==> src/rtl/video_timing_gen_8bits_if.sv <==
// Upstream pixel handshake between a pixel source and the video timing generator.
interface video_timing_gen_8bits_if;
    logic       pix_valid;
    logic [7:0] pix_data;
    logic       pix_ready;

    modport master (output pix_valid, output pix_data, input pix_ready);
    modport slave  (input pix_valid, input pix_data, output pix_ready);
endinterface

==> src/rtl/video_timing_gen_8bits.sv <==
// Video timing generator: raster counters, sync/DE generation and a pixel
// pull interface with sticky underflow reporting.
// Optional feature macro: VIDEO_GEN_TEST_PATTERN_EN (XOR test pattern on pattern_sel).
module video_timing_gen_8bits #(
    parameter int unsigned H_ACTIVE = 640,
    parameter int unsigned H_FP     = 16,
    parameter int unsigned H_SYNC   = 96,
    parameter int unsigned H_BP     = 48,
    parameter int unsigned V_ACTIVE = 480,
    parameter int unsigned V_FP     = 10,
    parameter int unsigned V_SYNC   = 2,
    parameter int unsigned V_BP     = 33,
    parameter int unsigned SYNC_POL = 1
) (
    input  logic                           video_pclk,
    input  logic                           sys_rst,
    input  logic                           gen_en,
    video_timing_gen_8bits_if.slave        pix,
    input  logic                           pattern_sel,
    output logic                           post_video_vsync,
    output logic                           post_video_hsync,
    output logic                           post_video_de,
    output logic [7:0]                     post_video_data,
    output logic [9:0]                     post_video_xpos,
    output logic [9:0]                     post_video_ypos,
    output logic                           frame_start,
    output logic                           underflow
);

    localparam int unsigned H_TOTAL      = H_ACTIVE + H_FP + H_SYNC + H_BP;
    localparam int unsigned V_TOTAL      = V_ACTIVE + V_FP + V_SYNC + V_BP;
    localparam int unsigned H_W          = (H_TOTAL > 1) ? $clog2(H_TOTAL) : 1;
    localparam int unsigned V_W          = (V_TOTAL > 1) ? $clog2(V_TOTAL) : 1;
    localparam int unsigned H_SYNC_START = H_ACTIVE + H_FP;
    localparam int unsigned H_SYNC_END   = H_ACTIVE + H_FP + H_SYNC;
    localparam int unsigned V_SYNC_START = V_ACTIVE + V_FP;
    localparam int unsigned V_SYNC_END   = V_ACTIVE + V_FP + V_SYNC;
    localparam logic        SYNC_ACT     = (SYNC_POL != 0);

    typedef enum logic [1:0] {
        IDLE,
        RUN,
        DRAIN
    } state_t;

    state_t         state;
    logic [H_W-1:0] h_cnt;
    logic [V_W-1:0] v_cnt;

    logic       running;
    logic       active;
    logic       h_last;
    logic       v_last;
    logic       frame_wrap;
    logic       in_hsync;
    logic       in_vsync;
    logic       xfer;
    logic       starved;
    logic       pattern_on;
    logic [7:0] pattern_pix;

`ifdef VIDEO_GEN_TEST_PATTERN_EN
    // Test pattern replaces the upstream stream while selected.
    assign pattern_on  = pattern_sel;
    assign pattern_pix = 8'(h_cnt) ^ 8'(v_cnt);
`else
    logic unused_pattern_sel;
    assign unused_pattern_sel = pattern_sel;
    assign pattern_on         = 1'b0;
    assign pattern_pix        = 8'h00;
`endif

    // Raster decode of the current counter position.
    always_comb begin
        running    = (state != IDLE);
        active     = running && (32'(h_cnt) < H_ACTIVE) && (32'(v_cnt) < V_ACTIVE);
        h_last     = (h_cnt == H_W'(H_TOTAL - 1));
        v_last     = (v_cnt == V_W'(V_TOTAL - 1));
        frame_wrap = h_last && v_last;
        in_hsync   = (32'(h_cnt) >= H_SYNC_START) && (32'(h_cnt) < H_SYNC_END);
        in_vsync   = (32'(v_cnt) >= V_SYNC_START) && (32'(v_cnt) < V_SYNC_END);
        xfer       = active && !pattern_on && pix.pix_valid;
        starved    = active && !pattern_on && !pix.pix_valid;
    end

    // Pixels are pulled only during active video and never in pattern mode.
    assign pix.pix_ready = active && !pattern_on;

    // FSM, counters and registered video outputs (one cycle behind the counters).
    always_ff @(posedge video_pclk or posedge sys_rst) begin
        if (sys_rst) begin
            state            <= IDLE;
            h_cnt            <= '0;
            v_cnt            <= '0;
            post_video_de    <= 1'b0;
            post_video_hsync <= ~SYNC_ACT;
            post_video_vsync <= ~SYNC_ACT;
            post_video_data  <= 8'h00;
            post_video_xpos  <= 10'd0;
            post_video_ypos  <= 10'd0;
            frame_start      <= 1'b0;
            underflow        <= 1'b0;
        end else begin
            post_video_de    <= active;
            post_video_xpos  <= active ? 10'(h_cnt) : 10'd0;
            post_video_ypos  <= active ? 10'(v_cnt) : 10'd0;
            post_video_hsync <= (running && in_hsync) ? SYNC_ACT : ~SYNC_ACT;
            post_video_vsync <= (running && in_vsync) ? SYNC_ACT : ~SYNC_ACT;
            frame_start      <= active && (h_cnt == '0) && (v_cnt == '0);

            if (active && pattern_on) begin
                post_video_data <= pattern_pix;
            end else if (xfer) begin
                post_video_data <= pix.pix_data;
            end else begin
                post_video_data <= 8'h00;
            end

            case (state)
                IDLE: begin
                    h_cnt <= '0;
                    v_cnt <= '0;
                    if (gen_en) begin
                        state     <= RUN;
                        underflow <= 1'b0;
                    end
                end
                RUN, DRAIN: begin
                    if (h_last) begin
                        h_cnt <= '0;
                        v_cnt <= v_last ? '0 : v_cnt + V_W'(1);
                    end else begin
                        h_cnt <= h_cnt + H_W'(1);
                    end
                    // The gen_en value seen at the wrap cycle decides stop vs continue.
                    if (frame_wrap) begin
                        state <= gen_en ? RUN : IDLE;
                    end else if (state == RUN && !gen_en) begin
                        state <= DRAIN;
                    end
                end
                default: begin
                    state <= IDLE;
                    h_cnt <= '0;
                    v_cnt <= '0;
                end
            endcase

            // Sticky until reset or the next IDLE->RUN start.
            if (starved) begin
                underflow <= 1'b1;
            end
        end
    end

endmodule

==> src/flat_wrapper.sv <==
// flat-port wrapper written by rule: the top's interface ports become plain ports
module video_timing_gen_8bits_flat 
#(
    parameter int unsigned H_ACTIVE = 640,
    parameter int unsigned H_FP     = 16,
    parameter int unsigned H_SYNC   = 96,
    parameter int unsigned H_BP     = 48,
    parameter int unsigned V_ACTIVE = 480,
    parameter int unsigned V_FP     = 10,
    parameter int unsigned V_SYNC   = 2,
    parameter int unsigned V_BP     = 33,
    parameter int unsigned SYNC_POL = 1
)
  (video_pclk, sys_rst, gen_en, pattern_sel, post_video_vsync, post_video_hsync, post_video_de, post_video_data, post_video_xpos, post_video_ypos, frame_start, underflow, pix_pix_valid, pix_pix_data, pix_pix_ready);
  video_timing_gen_8bits_if pix_i ();
  input  logic video_pclk;
  input  logic sys_rst;
  input  logic gen_en;
  input  logic pattern_sel;
  output logic post_video_vsync;
  output logic post_video_hsync;
  output logic post_video_de;
  output logic [7:0] post_video_data;
  output logic [9:0] post_video_xpos;
  output logic [9:0] post_video_ypos;
  output logic frame_start;
  output logic underflow;
  input wire logic [$bits(pix_i.pix_valid)-1:0] pix_pix_valid;
  input wire logic [$bits(pix_i.pix_data)-1:0] pix_pix_data;
  output wire logic [$bits(pix_i.pix_ready)-1:0] pix_pix_ready;
  assign pix_i.pix_valid = pix_pix_valid;
  assign pix_i.pix_data = pix_pix_data;
  assign pix_pix_ready = pix_i.pix_ready;
  video_timing_gen_8bits #(.H_ACTIVE(H_ACTIVE), .H_FP(H_FP), .H_SYNC(H_SYNC), .H_BP(H_BP), .V_ACTIVE(V_ACTIVE), .V_FP(V_FP), .V_SYNC(V_SYNC), .V_BP(V_BP), .SYNC_POL(SYNC_POL)) u_core (.video_pclk(video_pclk), .sys_rst(sys_rst), .gen_en(gen_en), .pix(pix_i), .pattern_sel(pattern_sel), .post_video_vsync(post_video_vsync), .post_video_hsync(post_video_hsync), .post_video_de(post_video_de), .post_video_data(post_video_data), .post_video_xpos(post_video_xpos), .post_video_ypos(post_video_ypos), .frame_start(frame_start), .underflow(underflow));
endmodule
==> config.mk <==
export PLATFORM = sky130hd
export DESIGN_NAME = video_timing_gen_8bits_flat
export DESIGN_NICKNAME = d
export VERILOG_FILES = /design/src/rtl/video_timing_gen_8bits_if.sv /design/src/rtl/video_timing_gen_8bits.sv /design/src/flat_wrapper.sv
export SDC_FILE = /design/constraint.sdc
export NUM_CORES = 1
export LEC_CHECK = 0
export ABC_CLOCK_PERIOD_IN_PS = 5600
export BUFFER_PORTS_ARGS = -buffer_cell sky130_fd_sc_hd__buf_2
export CAP_MARGIN = 20
export CORE_UTILIZATION = 50
export DETAILED_ROUTE_END_ITERATION = 12
export GPL_ROUTABILITY_DRIVEN = 0
export PLACE_DENSITY_LB_ADDON = 0.05
export SETUP_SLACK_MARGIN = 0.3
export SLEW_MARGIN = 20
export SYNTH_ARGS = -nofsm -noshare
export SYNTH_HDL_FRONTEND = slang
export SYNTH_SLANG_ARGS = --single-unit
==> constraint.sdc <==
create_clock -name video_pclk -period 5.6 [get_ports video_pclk]
set_input_delay 0.28 -clock video_pclk [delete_from_list [all_inputs] [get_ports video_pclk]]
set_output_delay 0.28 -clock video_pclk [all_outputs]
set_load 0.05 [all_outputs]
Yosys cells after proc, flatten, opt, wreduce, memory -nomap -nowiden
Index checks and enable logic that the tools add are counted.

word-level totals
  bits in registers = 55
  latch bits = 0
  bits in writable memories = 0
  bits in read-only memories = 0
  input bits = 13
  word-level logic and storage cells = 67
  memories = 0

cells by class
  $add $sub $neg = 2
  $mul = 0
  divide/modulo/power cells = 0
  order comparisons = 6
  equal/unequal tests = 7
  shifts and indexed selects = 0
  mux-type cells = 18
  bitwise logic cells = 0
  reduce and logical (&&, ||, !) cells = 23

operators by type and width
  operator                 count
  $mux W10                 7
  $add A10 B1 Y10 const B  2
  $eq A10 B10 Y1 const B   2
  $logic_not A10 Y1        2
  $lt A10 B10 Y1 const B   2
  $lt A10 B9 Y1 const B    2
  $logic_and A1 B1 Y1      12
  $ge A10 B10 Y1 const B   1
  $ge A10 B9 Y1 const B    1
  $mux W8                  1
  $mux W1                  6
  $mux W2                  3
  $reduce_bool A2 Y1       3
  $pmux W2 S2              1
  $reduce_and A2 Y1        2
  $ne A3 B1 Y1 const B     1
  $eq A2 B1 Y1 const B     1
  $eq A2 B2 Y1 const B     1
  $logic_not A1 Y1         2
  $logic_not A2 Y1         1
  $ne A2 B1 Y1 const B     1
  $ne A2 B2 Y1 const B     1
  $reduce_or A2 Y1         1

Longest topological paths before layout
Gate-level depths: netlist (run 1).

  depth after elaboration = 6
  mapped depth = 7

Worst setup path before layout (run 1)
No wires, ideal clock.

  kind = register to register
  start = reg u_core.state[0]
  end = reg u_core.post_video_xpos[7]
  library setup time = 67 ps
  arrival = 1897 ps
  required time = 5533 ps
  path slack = 3636 ps
  stages on the path, launching flop included = 8
  clock period less this slack = 1964 ps
  cell sequence = dfrtp_1 > inv_1 > ha_1 > inv_1 > and4_1 > clkbuf_1 > clkbuf_1 > and2_2

on the way
  cells in the longest elaborated chain, start to end = 4

RTL lines
  item                               line                           source
  start, declared                    video_timing_gen_8bits.sv:46   state_t state;
  start signal, assigned             video_timing_gen_8bits.sv:137  state <= gen_en ? RUN : IDLE;
  $reduce_bool A2 Y1                 video_timing_gen_8bits.sv:75   running = (state != IDLE);
  $logic_and A1 B1 Y1 (2 in series)  video_timing_gen_8bits.sv:76   active = running && (32'(h_cnt) < H_ACTIVE) && (32'(v_cnt) < V_ACTIVE);
  via pix_pix_ready                  flat_wrapper.sv:30             output wire logic [$bits(pix_i.pix_ready)-1:0] pix_pix_ready;
  $mux W10                           video_timing_gen_8bits.sv:105  post_video_xpos <= active ? 10'(h_cnt) : 10'd0;
  end signal, assigned               video_timing_gen_8bits.sv:105
  end, declared                      video_timing_gen_8bits.sv:24   output logic [9:0] post_video_xpos,

The timed path passes the listed nets, and every way through them passes these cells.
A chain may end at the register's enable or synchronous reset.

Worst setup path in the final report (run 1)
  start = reg u_core.state[0]
  end = out pix_pix_ready

on the way
  cells in the longest elaborated chain, start to end = 3

RTL lines
  item                               line
  $reduce_bool A2 Y1                 video_timing_gen_8bits.sv:75
  $logic_and A1 B1 Y1 (2 in series)  video_timing_gen_8bits.sv:76
  end, declared                      flat_wrapper.sv:30

Every way passes these cells.

==> metrics.yaml, run 1 <==
status: "finished with violations"
violations: "design-rule violations"
ys_types: 41
finalSetupViolCount: 0
clk_path_buf_depth: 2
final_cells: 316
syn_inst: 217
p_per_area_mw_per_mm2: 387
hold_class: "in -> reg"
reg2reg_slack_ns: 3.48
endpoint_kind: "output pin"
period_needed_ns: 2.44
max_slew_margin_pct: 54.7
finClkSkew_ns: 0.00507
pwr-share-clk_pct: 19.3
total_power_w: 0.00107
cp-startpoint: "u_core.state[0]$_DFFE_PP0P_"
antenna_cells: 0
via_per_inst: 5.30
die_h_um: 71.2
setup_tns_ns: 0
cts-root-buf: "clkbuf_8"
async_reset_ff_share_pct: 100
core-area_mm2: 0.00447
place_inst: 307
intPower_w: 0.000631
synthTopCellsByArea: "dfrtp_1, and2_1, ha_1, and3_1, nor2_1"
die_width_um: 71.2
grt-ovfl-total: 0
cts_tree: "built"
p_sw_w: 0.000442
combPwrFrac_pct: 37.3
drt_iter0_markers: 69
yosys_warnings: 0
h-tree-depth: 2
critPathLaunchType: "flop"
ys_seq_area_share_pct: 57.5
synth_edf_count: 0
pre_cts_slack_ns: 3.42
dpl.hpwl_mm: 3.27
syn_avg_cell_area_um2: 11.0
worstHoldStart: "pix_pix_data[1]"
crit_type: "reg -> out"
crit_chain: "inv_1 > ha_1 > inv_1 > and4_1 > buf_2"
worst-path-max-fanout: 26
cp.arrival_ns: 2.16
antenna_found_initial: 0
drtAntennaViolNets: 0
area_growth_pct: 15.9
setup_slack_ns: 3.16
clk_pin_slew_ns: 0.09
synth_area_mm2: 0.00239
drive_gt1_share_pct: 23.9
finalCritPeriodShare_pct: 43.5
initial_core_util_pct: 53.5
max_freq_mhz: 410
critPathSlowestCell: "and4_1"
synth_top_flop_cell: "dfrtp_1"
grt_pass1_vias: 1610
swShare_pct: 41.2
maxSlewViolCount: 0
crit_top_cell: "inv_1"
io_buffer_count: 45
yosys_register_bits: 55
ios: 47
cts_sinks: 55
first_pass_iters: 9
cts_setup_buffers: 0
fin_nets: 284
drc: 8
tightest_slew_ns: 0.680
grt_first_pass_wirelength_mm: 7.39
insertion_delay_ns: 0.30
pwr-share-seq_pct: 43.4
required_ns: 5.32
p_leak_nw: 1.42
grt_usage_pct: 19.0
cp_slowest_stage_delay_ns: 0.63
rsz0062_at_grt: "false"
fp.dieArea_mm2: 0.00507
routed_wl_mm: 4.36
wl_per_cell_um: 13.8
peakVddDrop_mv: 0.234
num_vias: 1675
yosysTopAreaCellShare_pct: 57.5
worstReg2RegStart: "u_core.state[0]$_DFFE_PP0P_"
yosysTopAreaCell: "dfrtp_1"
hold_viol: 0
rows: 24
max-cap-violations: 0
syn-num-nets: 238
grt_max_degree: 34
cts_buffers: 5
==> per-layer routing <==
metal  track usage (%)  vias to the layer above  wire, um
li1                  -                      836         -
met1              26.8                      786      2170
met2              29.3                       46      1950
met3              3.13                        7       166
met4              8.00                        0        73
met5                 0                        -         0
==> stage by stage <==
step	hold WS [ns]	area, um2	util, %
finish	0.213	2770	62.0
global placement	0.474	2630	58.8
global route	0.214	2770	62.0
detailed placement	0.151	2680	59.8
floorplan	0.390	2390	-
CTS	0.204	2770	62.0
==> power groups by stage <==
stage                     Combinational (W)  Sequential, W  Clock, W
after CTS                          0.000405       0.000467  0.000212
final                              0.000400       0.000466  0.000207
after floorplan                    0.000200       0.000572         0
after global routing               0.000436       0.000472  0.000224
after global placement             0.000397       0.000473         0
after detailed placement           0.000404       0.000475         0
==> path summary, 6_finish.rpt <==
path	endpoint	cells past startpoint
min in group asynchronous	u_core.post_video_xpos[4]$_DFF_PP0_	3
worst max register to register	u_core.frame_start$_DFF_PP0_	6
max in group asynchronous	u_core.post_video_ypos[5]$_DFF_PP0_	5
worst min-delay path	u_core.post_video_data[1]$_DFF_PP0_	2
worst min register to register	u_core.underflow$_DFFE_PP0P_	2
worst max-delay path	pix_pix_ready	5
==> cell usage after synthesis (3+ instances only) <==
| cell type | instances |
|---|---|
| dfrtp_1 | 55 |
| nor2_1 | 19 |
| and2_1 | 16 |
| and3_1 | 12 |
| inv_1 | 11 |
| nand2_1 | 11 |
| o21ai_0 | 10 |
| ha_1 | 8 |
| a21oi_1 | 7 |
| nand3_1 | 7 |
| nand4_1 | 6 |
| or4_1 | 6 |
| xor2_1 | 6 |
| clkbuf_1 | 4 |
| and4_1 | 3 |
| nor4_1 | 3 |
| xnor2_1 | 3 |
==> cells by family (layout without fill, tap and decap cells) <==
logic type / count (synthesis) / after routing / share of synthesized area (%)
AND/OR/NAND/NOR: 95 / 95 / 23.2
flip-flops: 55 / 55 / 57.5
adder cells (fa/ha/maj): 8 / 8 / 4.18
AO/OA/AOI/OAI: 25 / 25 / 6.28
other: 1 / 1 / 0.157
XOR/XNOR: 9 / 9 / 3.30
buffers and inverters: 21 / 68 / 4.08
multiplexers: 3 / 3 / 1.31
==> area by class of cell <==
| type | instances | area, um2 |
|---|---|---|
| Clock buffer | 6 | 72.6 |
| Sequential cell | 55 | 1380 |
| Timing Repair Buffer | 48 | 283 |
| Multi-Input combinational cell | 141 | 918 |
| Tap cell | 52 | 65.1 |
| Inverter | 12 | 45.0 |
| Fill cell | 383 | 1700 |
| Clock inverter | 2 | 12.5 |
==> placed cells by master, fill, tap and decap left out, types with 2 or more instances in the layout <==
cell type / count
xor2_1: 6
dfrtp_1: 55
and4_1: 3
nand3_1: 7
o31ai_1: 2
nand2_1: 11
or3_2: 2
buf_2: 45
mux2i_1: 2
nand4_1: 6
ha_1: 8
clkbuf_8: 5
xnor2_1: 3
nor3_1: 2
and2_1: 16
or4_1: 6
nor2_1: 19
o21ai_0: 10
inv_1: 10
and3_1: 12
a21oi_1: 7
nor4_1: 3
==> sequential cells by signal, indices dropped and copies added (netlist names) <==
name                     count
u_core.post_video_data       8
u_core.frame_start           1
u_core.post_video_vsync      1
u_core.v_cnt                10
u_core.post_video_xpos      10
u_core.post_video_ypos      10
u_core.post_video_hsync      1
u_core.state                 2
u_core.post_video_de         1
u_core.h_cnt                10
u_core.underflow             1
==> worst max-delay path: cells and delay by family (launching register included) <==
kind / cells / cell delay [ns]
simple gates: 1 / 0.63
flops: 1 / 0.40
fa+ha+maj: 1 / 0.27
buf+inv: 3 / 0.56
==> timing repair <==
action                                 4_1_cts  5_1_grt
endpoints found under the hold margin        2        0
hold buffers                                 1        0
resized for setup                            0        0
No activity file was read; power rests on OpenSTA's default activity.
==> inputs of run 2 (changes only) <==
- ABC_CLOCK_PERIOD_IN_PS: 5600 -> 2150
- CORE_UTILIZATION: 50 -> 49
- clock period: 5.6 -> 2.15 ns (I/O delays scaled with it)
==> run 2 against run 1 <==
Against the previous run: the flow now finishes without violations; sequential share of layout area shrank 3.4 points; clock power grew to 3.2 times the previous value; final cell count grew 11%; power grew to 2.9 times the previous value; largest cell class unchanged; largest power group is now combinational logic.
==> metrics.yaml, run 2 (synthesis results as in run 1) <==
status: "complete, no violations"
setup_tns_ns: 0  # unchanged
initial_core_util_pct: 50.6  # -2.8 points
seqCellArea_mm2: 0.00138  # +0.27%
drt_iter0_markers: 80  # +16%
cp.arrival_ns: 1.99  # -0.17 ns
wl_per_cell_um: 13.7  # -0.64%
crit_type: "reg -> reg"
design_area_mm2: 0.00298  # +7.6%
cts-root-buf: "clkbuf_8"
grt-ovfl-total: 0  # unchanged
clk_pin_slew_ns: 0.09  # about the same
routed_wl_mm: 4.81  # +10%
peakVddDrop_mv: 0.721  # +210%
grt_first_pass_wirelength_mm: 7.87  # +6.5%
die_width_um: 71.9  # +0.98%
cp_slowest_stage_delay_ns: 0.47  # -0.16 ns
fin_nets: 305  # +7.4%
hold_class: "in -> reg"
dpl.hpwl_mm: 3.35  # +2.5%
p_per_area_mw_per_mm2: 1060  # +170%
crit_chain: "inv_1 > ha_1 > nor2b_2 > and3_1 > or4_1 > a21oi_1"
antenna_found_initial: 0  # unchanged
insertion_delay_ns: 0.30  # about the same
critPathSlowestCell: "or4_1"
finalSetupViolCount: 0  # unchanged
grt_pass1_vias: 1603  # -0.43%
final_common_cell: "dfrtp_1"
p_leak_nw: 1.53  # +7.4%
area_growth_pct: 24.7
io_buffer_count: 45  # unchanged
grt_usage_pct: 20.1  # +1.1 points
final_cell_mix: "dfrtp_1, buf_2, buf_4, nor2_1, and2_1"
fp.dieArea_mm2: 0.00517  # +2.0%
max_freq_mhz: 568
ios: 47  # unchanged
drtAntennaViolNets: 0  # unchanged
final_util_pct: 63.2  # +1.2 points
antenna_cells: 0  # unchanged
maxSlewViolCount: 0  # unchanged
cts_buffers: 5  # unchanged
reg2reg_slack_ns: 0.39  # -3.09 ns
cts_sinks: 55  # unchanged
core-area_mm2: 0.00472  # +5.6%
rsz0062_at_grt: "true"
hold_viol: 0  # unchanged
total_power_w: 0.00315  # +190%
max-cap-violations: 0  # unchanged
h-tree-depth: 2  # unchanged
multiInputGateArea_um2: 953  # +3.8%
num_vias: 1767  # +5.5%
finClkSkew_ns: 0.00701  # +0.00194 ns
drive_gt1_share_pct: 32.7  # +8.9 points
critPathLaunchType: "flop"
required_ns: 2.39  # -2.93 ns
clk_path_buf_depth: 2  # unchanged
path_buf_inv: 1  # -2
place_area_mm2: 0.00275  # +2.6%
finalCritPeriodShare_pct: 81.8
worst-path-max-fanout: 5  # -81%
period_needed_ns: 1.76
drc: 0  # -8
grt_max_degree: 22  # -35%
endpoint_kind: "flop"
cts_tree: "built"
first_pass_iters: 4  # -5
crit_family: "simple AND/OR/NAND/NOR gates"
via_per_inst: 5.03  # -5.0%
nFillCells: 398  # +3.9%
die_h_um: 71.9  # +0.98%
rows: 25  # +4.2%
## run 2: cell count changes in the layout (fill, tap and decap cells not counted), sizes merged
| cell | previous run | this run |
|---|---|---|
| buf | 47 | 68 |
| bufinv | 0 | 1 |
| clkbuf | 6 | 5 |
| clkinv | 2 | 1 |
## run 2: layer usage
metal  vias to the layer above  global-route usage (%)  routed length, um
met5                         -                       0                  0
met4                         0                    7.84                 93
met3                        10                    4.22                300
met2                        66                    29.8               2070
met1                       818                    29.1               2350
li1                        873                       -                  -
## run 2: path summary, 6_finish.rpt
kind	end	startpoint	cells after the start
setup / recovery	u_core.v_cnt[5]$_DFFE_PP0P_	u_core.v_cnt[0]$_DFFE_PP0P_	6
hold / removal	u_core.post_video_data[6]$_DFF_PP0_	pix_pix_data[6]	2
setup reg to reg	u_core.v_cnt[5]$_DFFE_PP0P_	u_core.v_cnt[0]$_DFFE_PP0P_	6
hold reg to reg	u_core.underflow$_DFFE_PP0P_	u_core.underflow$_DFFE_PP0P_	2
max in group asynchronous	u_core.v_cnt[1]$_DFFE_PP0P_	sys_rst	4
min in group asynchronous	u_core.post_video_hsync$_DFF_PP0_	sys_rst	3
## run 2: what timing repair did
item,in CTS,in global routing
buffers inserted,3,7
hold endpoints to repair,18,0
hold buffers,1,0
pin swaps,1,0
setup endpoints to repair,9,10
gates resized for setup,8,9
## run 2: power by group
part           internal [W]  total, W  switching, W
combinational      0.000449   0.00130      0.000848
sequential          0.00115   0.00120     0.0000484
clock              0.000340  0.000660      0.000319
## run 2: worst reg2reg max path, stage by stage, from the launching register on
cell and delay (ns):
dfrtp_1 0.42, inv_1 0.10, ha_1 0.19, nor2b_2 0.16
and3_1 0.19, or4_1 0.47, a21oi_1 0.16
## run 2: metrics by stage
step,std cells,hold WS (ns),setup slack [ns]
floorplan,217,0.218,0.354
global placement,333,0.107,0.233
detailed placement,333,0.104,0.193
CTS,344,0.0241,0.281
global route,351,0.0288,0.283
finish,351,0.0335,0.391
## run 2: area by class of cell
cell class / instances / share of cell area [%]
Clock buffer: 5 / 2.31
Sequential cell: 55 / 46.3
Timing Repair Buffer: 69 / 13.9
Clock inverter: 2 / 1.26
Inverter: 12 / 1.51
Multi-Input combinational cell: 141 / 32.0
Tap cell: 67 / 2.81
